File: src/rtl/gpio_bank_pkg.sv
// Shared constants for the GPIO bank: register address map.
package gpio_bank_pkg;

    localparam int unsigned ADDR_W = 3;

    typedef enum logic [ADDR_W-1:0] {
        ADDR_OUT         = 3'd0,
        ADDR_OE          = 3'd1,
        ADDR_IN          = 3'd2,
        ADDR_IRQ_EN_RISE = 3'd3,
        ADDR_IRQ_EN_FALL = 3'd4,
        ADDR_IRQ_STATUS  = 3'd5,
        ADDR_DEBOUNCE    = 3'd6,
        ADDR_OUT_TOGGLE  = 3'd7
    } reg_addr_e;

endpackage

File: src/rtl/gpio_debounce.sv
// One pin: input synchroniser, debounce counter, stable value and edge pulses.
module gpio_debounce #(
    parameter int unsigned SYNC_STAGES = 2,
    parameter int unsigned DEBOUNCE_W  = 8
) (
    input  logic                  clk,
    input  logic                  rst_n,
    input  logic                  pad_i,
    input  logic [DEBOUNCE_W-1:0] thresh_i,
    output logic                  stable_o,
    output logic                  rise_o,
    output logic                  fall_o
);

    logic [SYNC_STAGES-1:0] sync_q;
    logic                   sync_val;
    logic [DEBOUNCE_W-1:0]  cnt_q, cnt_d;
    logic                   stable_q, stable_d;
    logic                   rise_q, fall_q;

    assign sync_val = sync_q[SYNC_STAGES-1];

    // Metastability chain, shifts toward the MSB.
    always_ff @(posedge clk or negedge rst_n) begin
        if (!rst_n) begin
            sync_q <= '0;
        end else begin
            sync_q <= {sync_q[SYNC_STAGES-2:0], pad_i};
        end
    end

    // Counter runs while the synchronised value disagrees; it clears at the
    // threshold, so it can never wrap.
    always_comb begin
        stable_d = stable_q;
        cnt_d    = '0;
        if (sync_val != stable_q) begin
            if (cnt_q >= thresh_i) begin
                stable_d = sync_val;
            end else begin
                cnt_d = cnt_q + DEBOUNCE_W'(1);
            end
        end
    end

    // Debounce state and registered edge pulses, aligned with the new stable value.
    always_ff @(posedge clk or negedge rst_n) begin
        if (!rst_n) begin
            cnt_q    <= '0;
            stable_q <= 1'b0;
            rise_q   <= 1'b0;
            fall_q   <= 1'b0;
        end else begin
            cnt_q    <= cnt_d;
            stable_q <= stable_d;
            rise_q   <= stable_d & ~stable_q;
            fall_q   <= ~stable_d & stable_q;
        end
    end

    assign stable_o = stable_q;
    assign rise_o   = rise_q;
    assign fall_o   = fall_q;

endmodule

File: src/rtl/gpio_bank.sv
// Register-programmable GPIO bank: direction/output registers, debounced
// inputs, edge interrupts with W1C status and a single aggregated irq.
module gpio_bank
    import gpio_bank_pkg::*;
#(
    parameter int unsigned NUM_IOS     = 32,
    parameter int unsigned SYNC_STAGES = 2,
    parameter int unsigned DEBOUNCE_W  = 8
) (
    input  logic               clk,
    input  logic               rst_n,
    input  logic [ADDR_W-1:0]  reg_addr,
    input  logic               reg_wr,
    input  logic               reg_rd,
    input  logic [NUM_IOS-1:0] reg_wdata,
    output logic [NUM_IOS-1:0] reg_rdata,
    input  logic [NUM_IOS-1:0] pad_in,
    output logic [NUM_IOS-1:0] pad_out,
    output logic [NUM_IOS-1:0] pad_oe,
    output logic               irq
);

    logic [NUM_IOS-1:0]    out_q, out_d;
    logic [NUM_IOS-1:0]    oe_q, oe_d;
    logic [NUM_IOS-1:0]    en_rise_q, en_rise_d;
    logic [NUM_IOS-1:0]    en_fall_q, en_fall_d;
    logic [NUM_IOS-1:0]    status_q, status_d;
    logic [DEBOUNCE_W-1:0] deb_q, deb_d;
    logic [NUM_IOS-1:0]    rdata_q, rdata_d;
    logic [NUM_IOS-1:0]    w1c;
    logic [NUM_IOS-1:0]    in_stable, rise, fall;

    // Per-pin input conditioning.
    for (genvar g = 0; g < NUM_IOS; g++) begin : g_pin
        gpio_debounce #(
            .SYNC_STAGES (SYNC_STAGES),
            .DEBOUNCE_W  (DEBOUNCE_W)
        ) u_debounce (
            .clk      (clk),
            .rst_n    (rst_n),
            .pad_i    (pad_in[g]),
            .thresh_i (deb_q),
            .stable_o (in_stable[g]),
            .rise_o   (rise[g]),
            .fall_o   (fall[g])
        );
    end

    // Register writes; status set events take priority over W1C clears.
    always_comb begin
        out_d     = out_q;
        oe_d      = oe_q;
        en_rise_d = en_rise_q;
        en_fall_d = en_fall_q;
        deb_d     = deb_q;
        w1c       = '0;
        if (reg_wr) begin
            case (reg_addr)
                ADDR_OUT:         out_d     = reg_wdata;
                ADDR_OE:          oe_d      = reg_wdata;
                ADDR_IRQ_EN_RISE: en_rise_d = reg_wdata;
                ADDR_IRQ_EN_FALL: en_fall_d = reg_wdata;
                ADDR_IRQ_STATUS:  w1c       = reg_wdata;
                ADDR_DEBOUNCE:    deb_d     = DEBOUNCE_W'(reg_wdata);
                ADDR_OUT_TOGGLE:  out_d     = out_q ^ reg_wdata;
                default:          ;
            endcase
        end
        status_d = (status_q & ~w1c) | (rise & en_rise_q) | (fall & en_fall_q);
    end

    // Read mux samples pre-write register values; data holds between reads.
    always_comb begin
        rdata_d = rdata_q;
        if (reg_rd) begin
            case (reg_addr)
                ADDR_OUT:         rdata_d = out_q;
                ADDR_OE:          rdata_d = oe_q;
                ADDR_IN:          rdata_d = in_stable;
                ADDR_IRQ_EN_RISE: rdata_d = en_rise_q;
                ADDR_IRQ_EN_FALL: rdata_d = en_fall_q;
                ADDR_IRQ_STATUS:  rdata_d = status_q;
                ADDR_DEBOUNCE:    rdata_d = NUM_IOS'(deb_q);
                default:          rdata_d = '0;
            endcase
        end
    end

    // Register file state.
    always_ff @(posedge clk or negedge rst_n) begin
        if (!rst_n) begin
            out_q     <= '0;
            oe_q      <= '0;
            en_rise_q <= '0;
            en_fall_q <= '0;
            status_q  <= '0;
            deb_q     <= '0;
            rdata_q   <= '0;
        end else begin
            out_q     <= out_d;
            oe_q      <= oe_d;
            en_rise_q <= en_rise_d;
            en_fall_q <= en_fall_d;
            status_q  <= status_d;
            deb_q     <= deb_d;
            rdata_q   <= rdata_d;
        end
    end

    assign reg_rdata = rdata_q;
    assign pad_out   = out_q;
    assign pad_oe    = oe_q;
    assign irq       = |status_q;

endmodule

File: config.mk
export PLATFORM = sky130hd
export DESIGN_NAME = gpio_bank
export DESIGN_NICKNAME = d
export VERILOG_FILES = /design/src/rtl/gpio_bank_pkg.sv /design/src/rtl/gpio_debounce.sv /design/src/rtl/gpio_bank.sv
export SDC_FILE = /design/constraint.sdc
export NUM_CORES = 1
export LEC_CHECK = 0
export CAP_MARGIN = 40
export CORE_AREA = 2 2 402 205
export DETAILED_ROUTE_END_ITERATION = 7
export DIE_AREA = 0 0 404 207
export SKIP_CTS_REPAIR_TIMING = 1
export SLEW_MARGIN = 20
export SYNTH_ARGS = -nofsm -noshare
export SYNTH_HDL_FRONTEND = slang
export SYNTH_SLANG_ARGS = --single-unit
File: constraint.sdc
create_clock -name clk -period 4.3 [get_ports clk]
set_input_delay 0.43 -clock clk [delete_from_list [all_inputs] [get_ports clk]]
set_output_delay 0.43 -clock clk [all_outputs]
set_load 0.01 [all_outputs]
==> flow_summary.yaml <==
run_status:
  status: "finished clean"
logic_synthesis:
  yosysUniqueCellTypes: 52
  synth-seq-cells: 616
  yosys.area_share.xor_xnor: 0.0652
  synth_top_area_frac: 0.486
  synth_compound_area_frac: 0.120
  synth-async-reset-ratio: 1.00
  yosysTopAreaCell: "dfrtp_1"
  synth-simple-area-share: 0.142
  synth_edf_count: 0
  syn_avg_cell_area_um2: 11.1
  synthesis.yosys.warnings: 0
  synth_common_cells: "616 x dfrtp_1, 288 x ha_1, 196 x xor2_1"
  synth_mux_area_frac: 0.0465
  syn-instance-count: 2866
  synth_top_family_by_area: "simple AND/OR/NAND/NOR gates"
  synth_most_common_cell: "dfrtp_1"
  ys_seq_area_frac: 0.486
  synth_fa_ha_area_frac: 0.114
  syn_nets: 3225
  synth_ff_type: "dfrtp_1"
  synth_area_um2: 31700
  synth.area.top_cells: "dfrtp_1 49%, ha_1 11%, xor2_1 5.4%, mux2_1 3.8%, nand3_1 2.4%"
drt:
  wl_mm: 89.4
  vias: 23500
  drc: 0
  firstDrtPassIters: 7
  viasPerCell: 5.65
  ant_nets: 0
  initialDrtViolationCount: 1916
  wl_per_cell_um: 21.5
clocking:
  htreeDepth: 2
  cts_tree: "done"
  cts.sinks: 616
  clk_latency_ns: 0.64
  root_buffer: "clkbuf_16"
  cts_made_buffers: 57
  cts_buffer_depth: 3
  cts.reportedPaths.clkPinSlew_ns: 0.07
worst_setup_path:
  timing.rr.end: "g_pin[7].u_debounce.stable_o"
  slowest_stage: "nor4_1"
  critPathLaunchType: "flop"
  worst_path_largest_cell_delay_ns: 0.77
  reg2reg_slack_ns: 1.55
  path_buf_inv: 1
  timing.rr.start: "deb_q[4]"
  ff2ff_path_depth: 7
  critical_path.cell_chain: "nor4_1, nand4_1, or2_2, clkdlybuf4s50_1"
  cp-end-kind: "output port"
  cp.required_ns: 3.87
  crit_arrival_ns: 3.01
  cp_top_family: "simple AND/OR/NAND/NOR gates"
  cp_max_fo: 3
  worstSetupPathType: "flop to output port"
timing:
  final.setup.tns_ns: 0
  timing.final.crit_period_ns: 3.44
  hold_viol: 0
  max_freq_mhz: 291
  finClkSkew_ns: 0.0169
  worst_slew_pin_slew_ns: 0.849
  slew_headroom: 0.429
  drv_slew: 0
  final-setup-viol-count: 0
  grt_setup_unrepaired: "false"
  final.setup.worst_slack_ns: 0.859
  whs_ns: 0.231
  min_period_over_period: 0.800
layout:
  area_growth_syn_to_layout_pct: 16.0
  final_layout_size_suffix_gt1_frac: 0.0673
  nFillCells: 7292
  final_nets: 3402
  final_area_um2: 36800
  final_cell_count_no_fill: 4156
die:
  start_util: 0.395
  placementRows: 74
  dieArea_um2: 83600
  die_h_um: 207
  core-area_um2: 80400
  die_w_um: 404
  pin_count: 168
place:
  placed_cells: 4047
  dp_slack_ns: 1.22
  io_buffers: 167
  placed_area_um2: 34700
  place.gp.congestion: 0.837
  dpl.hpwl_mm: 61.5
grt:
  met3_usage: 0.0310
  grt_max_degree: 120
  grt_overflow: 0
  first_global_vias: 23900
  grt_pass1_wl_mm: 141
  gr-usage-all-layers: 0.214
  use_met2: 0.325
  grt.busiest_layer: "met2"
  antenna_found_initial: 0
  use_met1: 0.318
worst_hold_path:
  holdCritStartpoint: "pad_in[25]"
  worstHoldEndpoint: "g_pin[25].u_debounce.sync_q[0]"
  worstHoldPathType: "primary input to flop"
  worstHoldPathCells: 1
run:
  cap_violations: 0
pwr:
  swShare: 0.351
  p_per_area_nw_per_um2: 531
  pwr-share-seq: 0.428
  ir_drop_uv: 386
  p_int_mw: 12.7
  comb_power_share: 0.285
  p_clk_frac: 0.287
  p_leak_nw: 16.6
  p_switching_mw: 6.86
layer usage:
layer  part of all wire  vias to the layer above
li1                   -                    10800
met1               0.49                    11900
met2               0.44                      613
met3              0.050                      146
met4              0.025                        0
met5                  0                        -
per-stage QoR:
step                utilization  power (mW)
floorplan                     -        11.4
global placement          0.431        13.6
detailed placement        0.432        14.0
CTS                       0.458        19.7
global route              0.458        20.7
finish                    0.458        19.5
sequential cells by signal, indices dropped and copies added, names as in the netlist:
name                       cells
g_pin.u_debounce.cnt_q       256
g_pin.u_debounce.sync_q       64
en_fall_q                     32
en_rise_q                     32
g_pin.u_debounce.fall_o       32
g_pin.u_debounce.rise_o       32
g_pin.u_debounce.stable_o     32
pad_oe                        32
pad_out                       32
reg_rdata                     32
status_q                      32
deb_q                          8
area by class of cell:
type / count / area (um^2) / share of cell area
multi-input combinational: 2070 / 15500 / 0.421
sequential: 616 / 15400 / 0.419
timing repair buffer: 207 / 2150 / 0.0584
clock buffer: 76 / 1640 / 0.0446
tap: 1064 / 1330 / 0.0362
clock inverter: 31 / 413 / 0.0112
inverter: 91 / 342 / 0.00928
antenna: 1 / 2.50 / 0.0000680
power groups by stage:
stage	clock, mW	sequential [mW]	combinational (mW)
4_1_cts	5.74	8.34	5.58
2_1_floorplan	0	7.95	3.46
6_report	5.61	8.37	5.56
3_5_place_dp	0	8.44	5.54
5_1_grt	6.00	8.52	6.22
3_3_place_gp	0	8.43	5.21
kinds of logic (layout without fill, tap and decap cells):
logic type                 after synthesis  in the layout
buffers and inverters                  180            405
other                                    0              1
adders and majority gates              288            288
and+or+nand+nor                        866            866
muxes                                  129            129
AOI/OAI and AO/OA                      551            551
xor gates and xnor gates               236            236
DFF                                    616            616
worst max path at each step:
stage | start | endpoint | cells past startpoint
6_report | status_q[12] | irq | 4
5_1_grt | status_q[12] | irq | 4
4_1_cts | status_q[13] | irq | 4
3_5_place_dp | reg_addr[0] | pad_oe[30] | 5
3_3_place_gp | deb_q[7] | g_pin[1].u_debounce.stable_o | 7
2_1_floorplan | deb_q[0] | g_pin[0].u_debounce.stable_o | 5
placed cells by master, fill, tap and decap left out, types with 11 or more instances in the layout:
master	Yosys	routed
nor3b_1	44	44
xnor2_1	40	40
clkinv_2	0	11
a21bo_2	20	20
o22ai_1	23	23
a21oi_1	144	144
nor2b_1	20	20
xor2_1	196	196
inv_1	91	84
o211ai_1	54	54
mux2_2	12	12
mux2_1	106	106
dfrtp_1	616	615
nand2b_1	105	105
clkbuf_16	0	59
a21boi_1	32	32
a2111o_1	12	12
buf_4	20	27
and3_1	96	96
ha_1	288	288
nor3_1	142	142
a31o_2	12	12
o21ai_0	46	46
a22oi_1	80	80
nand3_1	154	154
a31oi_1	35	35
o21a_1	40	40
nor2_1	121	121
nand4_1	23	23
nand2_1	136	134
a221o_1	32	32
clkdlybuf4s50_1	0	165
Power figures use the tool's default switching activity.
